==> config.mk <==
export PLATFORM = sky130hd
export DESIGN_NAME = clk_phase_ctrl
export DESIGN_NICKNAME = d
export VERILOG_FILES = /design/src/rtl/clk_phase_ctrl.sv
export SDC_FILE = /design/constraint.sdc
export NUM_CORES = 1
export LEC_CHECK = 0
export BUFFER_PORTS_ARGS = -buffer_cell sky130_fd_sc_hd__buf_2
export CAP_MARGIN = 20
export CORE_MARGIN = 3
export CORE_UTILIZATION = 57
export DETAILED_ROUTE_END_ITERATION = 10
export PLACE_DENSITY = 0.79
export SLEW_MARGIN = 20
export SYNTH_ARGS = -nofsm -noshare
export SYNTH_HDL_FRONTEND = slang
export SYNTH_SLANG_ARGS = --single-unit
==> constraint.sdc <==
create_clock -name clk_in -period 2.6 [get_ports clk_in]
set_clock_uncertainty 0.05 [all_clocks]
set_input_delay 0.52 -clock clk_in [delete_from_list [all_inputs] [get_ports clk_in]]
set_output_delay 0.52 -clock clk_in [all_outputs]
set_load 0.02 [all_outputs]
==> src/rtl/clk_phase_ctrl.sv <==
// Two-phase non-overlapping clock-enable sequencer (IDLE/PH1/GAP1/PH2/GAP2) with start/stop handshake.
// Optional burst limit enabled by defining CLK_PHASE_CTRL_BURST_EN.
module clk_phase_ctrl #(
    parameter int unsigned DIV_W = 8,
    parameter int unsigned GUARD = 1,
    parameter int unsigned CNT_W = 16
) (
    input  logic             clk_in,
    input  logic             reset_n,
    input  logic             start,
    input  logic             stop,
    input  logic [DIV_W-1:0] div_ratio,
`ifdef CLK_PHASE_CTRL_BURST_EN
    input  logic [CNT_W-1:0] burst_len,
`endif
    output logic             busy,
    output logic             ce_v1,
    output logic             ce_v2,
    output logic             done,
    output logic [CNT_W-1:0] periods
);

    typedef enum logic [2:0] {StIdle, StPh1, StGap1, StPh2, StGap2} state_e;

    localparam logic [3:0] GuardM1 = (GUARD == 0) ? 4'd0 : 4'(GUARD - 1);

    state_e           state_q;
    logic [DIV_W-1:0] len_m1_q;
    logic [DIV_W-1:0] cnt_q;
    logic [3:0]       gcnt_q;
    logic             stop_q;

    logic [DIV_W-1:0] div_m1;
    logic [CNT_W-1:0] periods_inc;
    logic             period_end;
    logic             burst_hit;
    logic             stop_any;

    // Counters hold length-1 so a zero div_ratio naturally yields 1-cycle phases.
    assign div_m1      = (div_ratio == '0) ? '0 : div_ratio - DIV_W'(1);
    assign periods_inc = (&periods) ? periods : periods + CNT_W'(1);
    assign period_end  = (GUARD == 0) ? (state_q == StPh2 && cnt_q == '0)
                                      : (state_q == StGap2 && gcnt_q == '0);

`ifdef CLK_PHASE_CTRL_BURST_EN
    logic [CNT_W-1:0] burst_q;
    logic [CNT_W-1:0] decide_cnt;

    // With no gap the decision coincides with the increment, so look at the next count.
    assign decide_cnt = (GUARD == 0) ? periods_inc : periods;
    assign burst_hit  = (burst_q != '0) && (decide_cnt >= burst_q);

    always_ff @(posedge clk_in) begin
        if (!reset_n) begin
            burst_q <= '0;
        end else if (state_q == StIdle && start && !stop) begin
            burst_q <= burst_len;
        end
    end
`else
    assign burst_hit = 1'b0;
`endif

    assign stop_any = stop_q | stop | burst_hit;

    always_ff @(posedge clk_in) begin
        if (!reset_n) begin
            state_q  <= StIdle;
            len_m1_q <= '0;
            cnt_q    <= '0;
            gcnt_q   <= '0;
            stop_q   <= 1'b0;
            busy     <= 1'b0;
            ce_v1    <= 1'b0;
            ce_v2    <= 1'b0;
            done     <= 1'b0;
            periods  <= '0;
        end else begin
            done <= 1'b0;
            if (stop && state_q != StIdle) begin
                stop_q <= 1'b1;
            end
            unique case (state_q)
                StIdle: begin
                    if (start && !stop) begin
                        len_m1_q <= div_m1;
                        cnt_q    <= div_m1;
                        periods  <= '0;
                        stop_q   <= 1'b0;
                        busy     <= 1'b1;
                        ce_v1    <= 1'b1;
                        state_q  <= StPh1;
                    end
                end
                StPh1: begin
                    if (cnt_q == '0) begin
                        ce_v1 <= 1'b0;
                        if (GUARD == 0) begin
                            ce_v2   <= 1'b1;
                            cnt_q   <= len_m1_q;
                            state_q <= StPh2;
                        end else begin
                            gcnt_q  <= GuardM1;
                            state_q <= StGap1;
                        end
                    end else begin
                        cnt_q <= cnt_q - DIV_W'(1);
                    end
                end
                StGap1: begin
                    if (gcnt_q == '0) begin
                        ce_v2   <= 1'b1;
                        cnt_q   <= len_m1_q;
                        state_q <= StPh2;
                    end else begin
                        gcnt_q <= gcnt_q - 4'd1;
                    end
                end
                StPh2: begin
                    if (cnt_q == '0) begin
                        ce_v2   <= 1'b0;
                        periods <= periods_inc;
                        if (GUARD != 0) begin
                            gcnt_q  <= GuardM1;
                            state_q <= StGap2;
                        end
                    end else begin
                        cnt_q <= cnt_q - DIV_W'(1);
                    end
                end
                StGap2: begin
                    if (gcnt_q != '0) begin
                        gcnt_q <= gcnt_q - 4'd1;
                    end
                end
                default: state_q <= StIdle;
            endcase
            // End of a full period: either wrap to PH1 or retire to IDLE.
            if (period_end) begin
                if (stop_any) begin
                    busy    <= 1'b0;
                    done    <= 1'b1;
                    stop_q  <= 1'b0;
                    state_q <= StIdle;
                end else begin
                    ce_v1   <= 1'b1;
                    cnt_q   <= len_m1_q;
                    state_q <= StPh1;
                end
            end
        end
    end

endmodule

After elaboration in Yosys (flattened, before gate mapping)
Cells that the tools add are included.
{"block": "word_totals", "out_inout_bits": 20, "input_bits": 12, "register_bits": 44}
{"block": "op_classes", "reduce_logical": 21, "n_bitwise": 1, "muxes": 40, "n_eq_ne": 16, "addsub": 4}
{"cell": "$mux W16", "n": 3}
{"cell": "$mux W8", "n": 6}
{"cell": "$pmux W16 S2", "n": 1}
{"cell": "$pmux W8 S3", "n": 1}
{"cell": "$mux W1", "n": 17}
{"cell": "$add A16 B1 Y16 const B", "n": 1}
{"cell": "$logic_not A8 Y1", "n": 2}
{"cell": "$reduce_and A16 Y1", "n": 1}
{"cell": "$sub A8 B1 Y8 const B", "n": 2}
{"cell": "$mux W3", "n": 5}
{"cell": "$pmux W3 S5", "n": 1}
{"cell": "$mux W4", "n": 3}
{"cell": "$pmux W4 S3", "n": 1}
{"cell": "$ne A2 B2 Y1 const B", "n": 5}
{"cell": "$ne A3 B3 Y1 const B", "n": 3}
{"cell": "$reduce_and A4 Y1", "n": 2}
{"cell": "$eq A3 B2 Y1 const B", "n": 2}
{"cell": "$ne A2 B1 Y1 const B", "n": 3}
{"cell": "$reduce_bool A3 Y1", "n": 2}
{"cell": "$reduce_and A5 Y1", "n": 1}
{"cell": "$logic_not A4 Y1", "n": 1}
{"cell": "$pmux W1 S2", "n": 2}
{"cell": "$reduce_and A2 Y1", "n": 2}
{"cell": "$reduce_bool A2 Y1", "n": 2}
{"cell": "other kinds (11)", "n": 13}

Longest topological paths before layout
Gate-level depths: netlist of the first run.
{"block": "depth", "depth_word": 7, "depth_mapped": 9}

Worst setup path after synthesis of the first run
OpenSTA, ideal clock, no wires.
{"block": "synth_path", "kind": "input-to-reg", "from": "input port div_ratio[0]", "to": "register cnt_q[3]", "setup_slack_ps": 427, "arrival_ps": 2006, "stages": 8, "t_required_ps": 2433, "setup_ps": 117, "path_cell_list": "inv_1 -> ha_1 -> nor4b_1 -> a21oi_1 -> mux2_2 -> nand2_1 -> o221ai_1 -> a32o_1"}
{"block": "synth_between", "elab_chain_len": 6, "word_cells_on_any_way": 7, "cone_classes": "add/sub: 1; mux: 5; reduce/logical: 1"}
{"item": "start: declaration", "line": "12", "rtl": "input logic [DIV_W-1:0] div_ratio,"}
{"item": "$sub A8 B1 Y8 or $logic_not A8 Y1 (tied branches)", "line": "40", "rtl": "assign div_m1 = (div_ratio == '0) ? '0 : div_ratio - DIV_W'(1);"}
{"item": "$mux W8 *", "line": "40"}
{"item": "$mux W8 *", "line": "85", "rtl": "if (start && !stop) begin"}
{"item": "$pmux W8 S3 *", "line": "83", "rtl": "unique case (state_q)"}
{"item": "$mux W8", "line": "140", "rtl": "if (stop_any) begin"}
{"item": "$mux W8 *", "line": "139", "rtl": "if (period_end) begin"}
{"item": "end signal: assignment", "line": "87", "rtl": "cnt_q <= div_m1;"}
{"item": "end signal: assignment", "line": "100", "rtl": "cnt_q <= len_m1_q;"}
{"item": "end signal: assignment", "line": "147", "rtl": "cnt_q <= len_m1_q;"}
{"item": "end: declaration", "line": "29", "rtl": "logic [DIV_W-1:0] cnt_q;"}
Mark *: on every way between the ends. The rest lies on a longest branch, timed or not.
A chain may end at the register's enable or synchronous reset.

Final worst setup path of the first run
{"block": "layout_path", "from": "register cnt_q[0]", "to": "register periods[13]"}
{"block": "layout_between", "elab_chain_len": 3}
{"item": "start signal: assignment", "line": "87"}
{"item": "start signal: assignment", "line": "100"}
{"item": "start signal: assignment", "line": "107", "rtl": "cnt_q <= cnt_q - DIV_W'(1);"}
{"item": "$logic_not A8 Y1", "line": "120", "rtl": "if (cnt_q == '0) begin"}
{"item": "$ne A2 B1 Y1 (no source line)"}
{"item": "$reduce_and A4 Y1 (no source line)"}
{"item": "end signal: assignment", "line": "122", "rtl": "periods <= periods_inc;"}
{"item": "end: declaration", "line": "20", "rtl": "output logic [CNT_W-1:0] periods"}
No other way between the ends.

==> results of run 1 <==
==> power by group through the flow <==
stage	Sequential (mW)	Clock, mW	Combinational [mW]
2_1_floorplan	0.872	0	0.773
3_3_place_gp	0.897	0	0.942
3_5_place_dp	0.899	0	0.950
4_1_cts	0.883	0.620	0.965
5_1_grt	0.902	0.653	1.09
6_report	0.884	0.616	0.975
==> final cells by class <==
| class | count | area (µm²) | share of cell area |
|---|---|---|---|
| multi-input cells | 229 | 1469 | 0.5279 |
| clock inverters | 2 | 60.06 | 0.02158 |
| inverters | 11 | 41.29 | 0.01484 |
| well taps | 50 | 62.56 | 0.02248 |
| flip-flops and latches | 44 | 880.8 | 0.3165 |
| repair buffers | 37 | 200.2 | 0.07194 |
| clock buffers | 5 | 68.82 | 0.02473 |
==> placed cells by master, fill, tap and decap left out, types with 2 or more instances in the layout <==
cell / n
dfxtp_1: 44
nor2_1: 35
nand2_1: 33
buf_2: 31
o21ai_0: 17
a21oi_1: 13
inv_1: 11
xnor2_1: 11
xor2_1: 9
nor3_1: 8
ha_1: 7
and2_1: 6
nand3_1: 6
o21ai_1: 6
buf_4: 6
and3_1: 5
a211oi_1: 5
a21boi_0: 5
clkbuf_8: 5
nand2b_1: 4
nor2b_1: 4
nor4_1: 4
o2111ai_1: 4
nor3b_1: 3
a21o_1: 3
o22ai_1: 3
or2_1: 2
nand3b_1: 2
mux2_2: 2
o221ai_1: 2
a32o_1: 2
o211ai_1: 2
a31oi_1: 2
a22o_1: 2
bufinv_16: 2
==> kinds of logic (layout without fill, tap and decap cells) <==
logic type	after synthesis	after routing	share of synthesized area
simple gates	122	122	0.2519
mux	3	3	0.01323
fa+ha+maj	7	7	0.03562
flops	44	44	0.3583
buf+inv	22	55	0.04427
xor+xnor	20	20	0.07125
compound gates	77	77	0.2255
==> state kept, by name (all words and copies together) (netlist names) <==
name	flops
gcnt_q	4
len_m1_q	8
done	1
periods	16
cnt_q	8
ce_v2	1
stop_q	1
state_q	3
ce_v1	1
busy	1
==> per-layer routing <==
| layer | share of wire | vias to the layer above | routed length, µm |
|---|---|---|---|
| met5 | 0 | - | 0 |
| met2 | 0.48 | 69 | 2695 |
| met4 | 0.021 | 0 | 121 |
| met3 | 0.057 | 13 | 321 |
| met1 | 0.44 | 1066 | 2505 |
| li1 | - | 1115 | - |
==> critical path, stage by stage, from the launching register on <==
cell and delay [ns]:
dfxtp_1 0.35, inv_1 0.09, ha_1 0.13, nor3b_2 0.30, and2_4 0.23, o311ai_4 0.14, a2111oi_4 0.47, a31oi_1 0.14
a41o_1 0.21
==> stage by stage <==
stage,util,power (mW)
global placement,0.6494,1.839
finish,0.6810,2.476
global route,0.6810,2.645
CTS,0.6810,2.468
floorplan,-,1.646
detailed placement,0.6494,1.848
==> worst max path at each step <==
stage | end | slack, ns
3_5_place_dp | cnt_q[3] | 0.33
6_report | periods[13] | 0.38
3_3_place_gp | cnt_q[3] | 0.36
5_1_grt | periods[13] | 0.20
2_1_floorplan | cnt_q[3] | 0.43
4_1_cts | periods[13] | 0.38
==> results.py, run 1 <==
metrics = {
    "sta": {
        "setup_tns_ns": 0,
        "worst_slack_ns": 0.3840,
        "whs_ns": 0.4071,
        "rsz0062_at_grt": "false",
        "min_period_ns": 2.216,
        "max_freq_mhz": 451.3,
        "drv_slew": 0,
        "fin_crit_sh": 0.8523,
        "hold_viol": 0,
        "final-setup-viol-count": 0,
        "worst_slew_pin_slew_ns": 0.5487,
        "relSlewSlack": 0.6314,
    },
    "synthesis": {
        "yosysTopAreaCell": "dfxtp_1",
        "yosysUniqueCellTypes": 56,
        "yosys_warnings": 0,
        "syn-num-nets": 314,
        "ys.flop_type": "dfxtp_1",
        "ys_seq_elements": 44,
        "postSynthAreaPerCell_um2": 8.334,
        "synth_top_area_frac": 0.3583,
        "synth_async_sr_flop_share": 0,
        "netlist_area_um2": 2459,
        "ys_seq_area_frac": 0.3583,
        "synth-edff-count": 0,
        "synth_cells": 295,
        "synth_commonest_cells": "44 x dfxtp_1, 35 x nor2_1, 33 x nand2_1",
        "yosysMostFrequentCell": "dfxtp_1",
        "synthTopCellsByArea": "dfxtp_1 36%, nor2_1 5.3%, nand2_1 5.0%",
    },
    "drt": {
        "routedWlPerCell_um": 14.93,
        "drc": 0,
        "vias": 2263,
        "ant_nets": 0,
        "wl_um": 5642,
        "firstDrtPassIters": 4,
        "routed_via_density": 5.987,
        "drt_iter0_drc": 161,
    },
    "global_route": {
        "use_met3": 0.04769,
        "grtUsageTotal": 0.2369,
        "met1_usage": 0.3153,
        "overflow": 0,
        "grt_util_met2": 0.3796,
        "antenna_found_initial": 0,
        "grt_first_pass_wirelength_um": 9791,
        "grt_pass1_vias": 2084,
        "grt_start_max_net_pins": 26,
        "grt.busiest_layer": "met2",
    },
    "critical_path": {
        "crit_arrival_ns": 2.36,
        "worstPathMaxFanout": 6,
        "ff2ff_path_depth": 8,
        "cp-end-kind": "flip-flop",
        "cp.required_ns": 2.74,
        "ff2ff_setup_slack_ns": 0.38,
        "r2r-end": "periods[13]",
        "reg2reg_from": "cnt_q[0]",
        "cp-startpoint": "cnt_q[0]",
        "startpoint_type": "flip-flop",
        "crit_type": "flip-flop to flip-flop",
    },
    "clock_network": {
        "htree_levels": 2,
        "cts.clk_slew.worst_paths_ns": 0.08,
        "clk_latency_ns": 0.31,
        "root_buffer": "clkbuf_8",
        "cts_num_sinks": 44,
        "cts_setup_buffers": 0,
        "cts_hold_buf": 0,
        "clockBufferDepth": 2,
        "cts_resized": 0,
        "tritoncts": "built",
        "cts_inserted_buffers": 5,
    },
    "placed_design": {
        "pre_cts_ws_ns": 0.3287,
        "place_congestion": 0.8714,
        "dp.final_hpwl_um": 3983,
        "placed_cells": 371,
        "numPortBuffers": 31,
        "dpl-instance-area_um2": 2654,
    },
    "die": {
        "num_rows": 23,
        "pin_count": 32,
        "start_util": 0.6017,
        "dieArea_um2": 5137,
        "die_w_um": 71.68,
        "coreArea_um2": 4086,
        "die_h_um": 71.68,
    },
    "layout": {
        "fillers": 332,
        "instances_no_fill": 378,
        "syn2layout_area_growth_pct": 13.18,
        "drive_above_1_share": 0.1646,
        "final_cell_area_um2": 2783,
        "n_antenna_cell": 0,
        "nets": 347,
    },
    "job": {
        "max_cap_viol_count": 0,
    },
    "power_and_ir_drop": {
        "p_sw_mw": 0.9108,
        "p_int_mw": 1.565,
        "pwr-share-comb": 0.394,
        "powerDensity_nw_per_um2": 889.6,
        "peakVddDrop_v": 0.0004601,
        "seqPwrFrac": 0.357,
        "swShare": 0.3679,
        "p_leak_nw": 1.114,
        "clockPowerShare": 0.249,
    },
    "min_path": {
        "min_path_type": "flip-flop to flip-flop",
        "min-delay-start": "len_m1_q[4]",
        "hold_depth": 1,
        "hold_path_end": "cnt_q[4]",
    },
    "status": {
        "status": "finished, final reports clean",
    },
}
Power figures use the tool's default switching activity.
==> run 2, diff against run 1 <==
==> constraint.sdc (replaced) <==
create_clock -name clk_in -period 2.6 [get_ports clk_in]
set_clock_uncertainty 0.05 [all_clocks]
set_input_delay 0.13 -clock clk_in [delete_from_list [all_inputs] [get_ports clk_in]]
set_output_delay 0.13 -clock clk_in [all_outputs]
set_load 0.02 [all_outputs]
==> run 2 against run 1 <==
- die area is the same
- register-to-register slack lost 0.07 ns
- worst setup slack lost 0.067 ns
- largest cell class unchanged
==> results.py, run 2 (synthesized netlist as in run 1, its figures left out) <==
metrics = {
    "placed_design": {
        "numPortBuffers": 31,
        "pre_cts_ws_ns": 0.3446,
        "dpl-instance-area_um2": 2631,
        "place_congestion": 0.9168,
        "dp.final_hpwl_um": 4077,
    },
    "critical_path": {
        "crit_chain": "inv_1 -> ha_1 -> or3b_1 -> a221oi_2 -> o21ai_1 -> nand2_1 -> o221ai_1 -> a32o_1",
        "crit_arrival_ns": 2.42,
        "worstPathMaxFanout": 7,
        "cp.required_ns": 2.74,
        "cp-end-kind": "flip-flop",
        "max_stage_delay_ns": 0.48,
        "startpoint_type": "flip-flop",
        "crit_type": "flip-flop to flip-flop",
        "crit_slowest_cell": "a221oi_2",
    },
    "global_route": {
        "grt_pass1_vias": 2064,
        "grtUsageTotal": 0.2313,
        "grt_start_max_net_pins": 26,
        "grt_first_pass_wirelength_um": 9556,
        "overflow": 0,
        "antenna_found_initial": 0,
    },
    "layout": {
        "top_regs": "periods (16), cnt_q (8), len_m1_q (8)",
        "drive_above_1_share": 0.1564,
        "largest_register_ffs": 16,
        "syn2layout_area_growth_pct": 11.40,
        "top_register": "periods",
        "final_cell_area_um2": 2739,
        "layout_commonest_cell": "dfxtp_1",
        "layout_common_cells": "44 x dfxtp_1, 35 x nor2_1, 33 x nand2_1, 31 x buf_2, 17 x o21ai_0",
        "nets": 344,
        "n_antenna_cell": 0,
    },
    "drt": {
        "firstDrtPassIters": 4,
        "routedWlPerCell_um": 14.89,
        "ant_nets": 0,
        "wl_um": 5598,
        "drc": 0,
        "drt_iter0_drc": 172,
        "vias": 2209,
        "routed_via_density": 5.875,
    },
    "sta": {
        "drv_slew": 0,
        "max_freq_mhz": 438.1,
        "whs_ns": 0.1205,
        "hold_viol": 0,
        "worst_slew_pin_slew_ns": 0.6362,
        "worst_slack_ns": 0.3174,
        "final-setup-viol-count": 0,
        "rsz0062_at_grt": "false",
        "fin_crit_sh": 0.8779,
        "min_period_ns": 2.283,
        "relSlewSlack": 0.5759,
        "setup_tns_ns": 0,
    },
    "die": {
        "pin_count": 32,
        "die_w_um": 71.68,
        "start_util": 0.6017,
        "die_h_um": 71.68,
        "num_rows": 23,
        "coreArea_um2": 4086,
        "dieArea_um2": 5137,
    },
    "clock_network": {
        "root_buffer": "clkbuf_8",
        "cts_resized": 0,
        "clockBufferDepth": 2,
        "cts_num_sinks": 44,
        "cts_inserted_buffers": 5,
        "cts_hold_buf": 0,
        "cts_setup_buffers": 0,
        "htree_levels": 2,
        "tritoncts": "built",
        "cts.clk_slew.worst_paths_ns": 0.08,
        "clk_latency_ns": 0.30,
    },
    "job": {
        "max_cap_viol_count": 0,
    },
    "status": {
        "status": "finished, final reports clean",
    },
    "power_and_ir_drop": {
        "p_leak_nw": 1.091,
        "peakVddDrop_v": 0.0003729,
        "powerDensity_nw_per_um2": 861.7,
    },
    "min_path": {
        "min_path_type": "input pin to flip-flop",
    },
}
==> run 2: through the flow <==
stage	std cells	total power [mW]	utilization
after global placement	368	1.820	0.6439
after detailed placement	368	1.843	0.6439
after global routing	376	2.516	0.6702
after floorplan	295	1.646	-
final	376	2.360	0.6702
after CTS	376	2.363	0.6702
==> run 2: power breakdown <==
part | switching [mW] | leakage (nW) | internal, mW
combinational | 0.558 | 0.678 | 0.398
sequential | 0.117 | 0.357 | 0.773
clock | 0.229 | 0.0552 | 0.285
==> run 2: layout make-up <==
class	instances	area, µm²
multi-input cells	229	1469
fillers	358	1348
flip-flops and latches	44	880.8
repair buffers	34	177.7
clock buffers	6	72.57
well taps	50	62.56
inverters	11	41.29
clock inverters	2	35.03
==> run 2: critical path: cells and delay by family (launching register included) <==
kind	cells	cell delay, ns
flip-flops	1	0.32
AO/OA/AOI/OAI	4	1.01
adder cells (fa/ha/maj)	1	0.17
AND/OR/NAND/NOR	2	0.53
buffers and inverters	1	0.11
==> run 2: worst paths after layout <==
path	start	endpoint	slack, ns	cells after the start
max	gcnt_q[0]	cnt_q[0]	0.32	8
min	stop	stop_q	0.12	3
max reg2reg	gcnt_q[0]	cnt_q[0]	0.32	8
min reg2reg	len_m1_q[4]	cnt_q[4]	0.40	1
==> run 2: metal layers <==
layer  GRT usage  vias up  routed length (µm)
met1      0.3051     1046                2608
li1            -     1110                   -
met5           0        -                   0
met3     0.05189        4                 239
met4     0.06263        0                  42
met2      0.3816       49                2707
==> run 3, diff against run 2 <==
ABC_AREA = 1   (was default)
CORE_UTILIZATION = 58   (was 57)
==> run 3 against run 2 <==
- cell count up 37%
- maximum frequency is 17% higher
- first-iteration DRC count is 20% higher
- critical path type unchanged
- critical endpoint is now periods[1]
- highest routed layer unchanged
==> results.py, run 3 <==
metrics = {
    "clock_network": {
        "clk_latency_ns": 0.30,
        "cts_num_sinks": 44,
        "cts.clk_slew.worst_paths_ns": 0.09,
        "cts_setup_buffers": 0,
        "tritoncts": "built",
        "root_buffer": "clkbuf_8",
        "htree_levels": 2,
        "cts_resized": 0,
        "cts_hold_buf": 0,
        "cts_inserted_buffers": 5,
        "clockBufferDepth": 2,
    },
    "synthesis": {
        "postSynthAreaPerCell_um2": 6.517,
        "netlist_area_um2": 2783,
        "yosysUniqueCellTypes": 38,
        "yosys_warnings": 0,
        "synth_async_sr_flop_share": 0,
        "synth_top_area_frac": 0.3165,
        "synth-edff-count": 0,
        "yosysMostFrequentCell": "nand2_1",
        "synth_commonest_cells": "132 x nand2_1, 57 x nor2_1, 44 x dfxtp_1",
        "yosysTopAreaCell": "dfxtp_1",
        "syn-num-nets": 446,
        "ys.flop_type": "dfxtp_1",
        "synth_cells": 427,
        "synthTopCellsByArea": "dfxtp_1 32%, nand2_1 18%, nor2_1 7.7%",
        "ys_seq_area_frac": 0.3165,
        "ys_seq_elements": 44,
    },
    "placed_design": {
        "numPortBuffers": 31,
        "dp.final_hpwl_um": 5027,
        "placed_cells": 506,
        "place_congestion": 0.9074,
    },
    "critical_path": {
        "ff2ff_path_depth": 9,
        "crit_type": "flip-flop to flip-flop",
        "reg2reg_from": "cnt_q[0]",
        "r2r-end": "periods[1]",
        "crit_slowest_cell": "o21ai_2",
        "crit_family": "compound AO/OA/AOI/OAI gates",
        "crit_chain": "inv_1 -> ha_1 -> nand2_2 -> nor2_4 -> nand3_2 -> o21ai_2 -> buf_4 -> nand3_1 -> a21oi_1",
        "cp-end-kind": "flip-flop",
        "startpoint_type": "flip-flop",
        "crit_path_end": "periods[1]",
        "max_stage_delay_ns": 0.35,
        "critical_path_depth": 9,
        "worstPathMaxFanout": 9,
        "crit_buf_inv": 2,
        "cp.required_ns": 2.77,
        "crit_arrival_ns": 2.12,
        "cp-startpoint": "cnt_q[0]",
        "ff2ff_setup_slack_ns": 0.66,
    },
    "die": {
        "dieArea_um2": 5665,
        "coreArea_um2": 4504,
        "die_w_um": 75.27,
        "start_util": 0.6178,
        "pin_count": 32,
        "die_h_um": 75.27,
        "num_rows": 24,
    },
    "drt": {
        "ant_nets": 0,
        "routed_via_density": 5.265,
        "vias": 2706,
        "drt_iter0_drc": 207,
        "routedWlPerCell_um": 12.89,
        "firstDrtPassIters": 4,
        "wl_um": 6623,
        "drc": 0,
    },
    "sta": {
        "min_period_ns": 1.945,
        "drv_slew": 0,
        "relSlewSlack": 0.6731,
        "rsz0062_at_grt": "false",
        "max_freq_mhz": 514.1,
        "final-setup-viol-count": 0,
        "worst_slew_pin_slew_ns": 0.4886,
        "hold_viol": 0,
        "fin_crit_sh": 0.7481,
        "setup_tns_ns": 0,
    },
    "layout": {
        "fin_util": 0.6839,
        "nets": 480,
        "largest_register_ffs": 16,
        "layout_common_cells": "132 x nand2_1, 57 x nor2_1, 44 x dfxtp_1, 39 x inv_1, 31 x buf_2",
        "fillers": 429,
        "drive_above_1_share": 0.1797,
        "syn2layout_area_growth_pct": 10.70,
        "instances_no_fill": 514,
        "n_antenna_cell": 0,
        "top_regs": "periods (16), cnt_q (8), len_m1_q (8)",
        "top_register": "periods",
        "layout_commonest_cell": "nand2_1",
    },
    "power_and_ir_drop": {
        "swShare": 0.4392,
        "p_leak_nw": 1.349,
        "pwr-share-comb": 0.471,
        "p_int_mw": 1.480,
        "clockPowerShare": 0.196,
        "p_total_mw": 2.639,
        "seqPwrFrac": 0.333,
        "p_sw_mw": 1.159,
        "powerDensity_nw_per_um2": 856.8,
        "peakVddDrop_v": 0.0003813,
    },
    "global_route": {
        "grt_start_max_net_pins": 37,
        "grt_first_pass_wirelength_um": 11180,
        "grtUsageTotal": 0.2528,
        "overflow": 0,
        "grt_pass1_vias": 2479,
        "antenna_found_initial": 0,
    },
    "job": {
        "max_cap_viol_count": 0,
    },
    "min_path": {
        "min_path_type": "input pin to flip-flop",
    },
    "status": {
        "status": "finished, final reports clean",
    },
}
[run 3: changes by cell type after synthesis, moves of 6 or more]
cell / previous run / this run
nand2_1: 33 / 132
inv_1: 11 / 39
nand3_1: 6 / 29
nor2_1: 35 / 57
a21oi_2: 0 / 11
a21oi_1: 13 / 22
xnor2_1: 11 / 2
inv_2: 0 / 6
[run 3: cell families (layout without fill, tap and decap cells)]
group / Yosys count / count (layout) / synth area share
DFF: 44 / 44 / 0.3165
AOI/OAI and AO/OA: 55 / 55 / 0.1187
xor gates and xnor gates: 10 / 10 / 0.03148
buffers and inverters: 52 / 87 / 0.07823
and+or+nand+nor: 259 / 259 / 0.4236
adders and majority gates: 7 / 7 / 0.03147
[run 3: power by group through the flow]
stage                     registers, mW  clock network [mW]  logic (mW)
after floorplan                   0.893                   0       0.984
after global placement            0.889                   0        1.20
after detailed placement          0.893                   0        1.23
after CTS                         0.877               0.534        1.23
after global routing              0.891               0.558        1.41
final                             0.879               0.518        1.24
[run 3: worst reg2reg max path: stages (launching register included)]
cell and delay, ns:
dfxtp_1 0.32, inv_1 0.13, ha_1 0.21, nand2_2 0.08, nor2_4 0.16, nand3_2 0.11, o21ai_2 0.35, buf_4 0.24
nand3_1 0.09, a21oi_1 0.14
[run 3: final cells by class]
class / count / area, µm² / share of cell area
Tap cell: 52 / 65.06 / 0.02112
Clock inverter: 2 / 35.03 / 0.01137
Sequential cell: 44 / 880.8 / 0.2859
Clock buffer: 6 / 72.57 / 0.02356
Timing Repair Buffer: 33 / 170.2 / 0.05524
Multi-Input combinational cell: 331 / 1684 / 0.5467
Inverter: 46 / 172.7 / 0.05605
[run 3: through the flow]
stage	setup slack, ns	hold WS [ns]	cell area, µm²
2_1_floorplan	0.8308	0.2184	2783
3_3_place_gp	0.7462	0.3862	2973
3_5_place_dp	0.7009	0.3903	2973
4_1_cts	0.6680	0.06382	3080
5_1_grt	0.5085	0.06491	3080
6_report	0.6550	0.07712	3080
[run 3: worst min-delay path by stage]
stage / cells past startpoint / end / slack [ns] / startpoint
after floorplan: 2 / cnt_q[7] / 0.22 / reset_n
after global placement: 3 / state_q[2] / 0.39 / reset_n
after detailed placement: 3 / cnt_q[7] / 0.39 / reset_n
after CTS: 3 / cnt_q[7] / 0.06 / reset_n
after global routing: 3 / cnt_q[7] / 0.06 / reset_n
final: 3 / cnt_q[7] / 0.08 / reset_n
[run 3: metal layers]
metal  global-route usage  wire length [µm]  up-vias
met4              0.06796                89        0
met5                    0                 0        -
li1                     -                 -     1434
met3              0.05607               355       10
met1               0.3540              3284     1195
met2               0.3936              2894       67
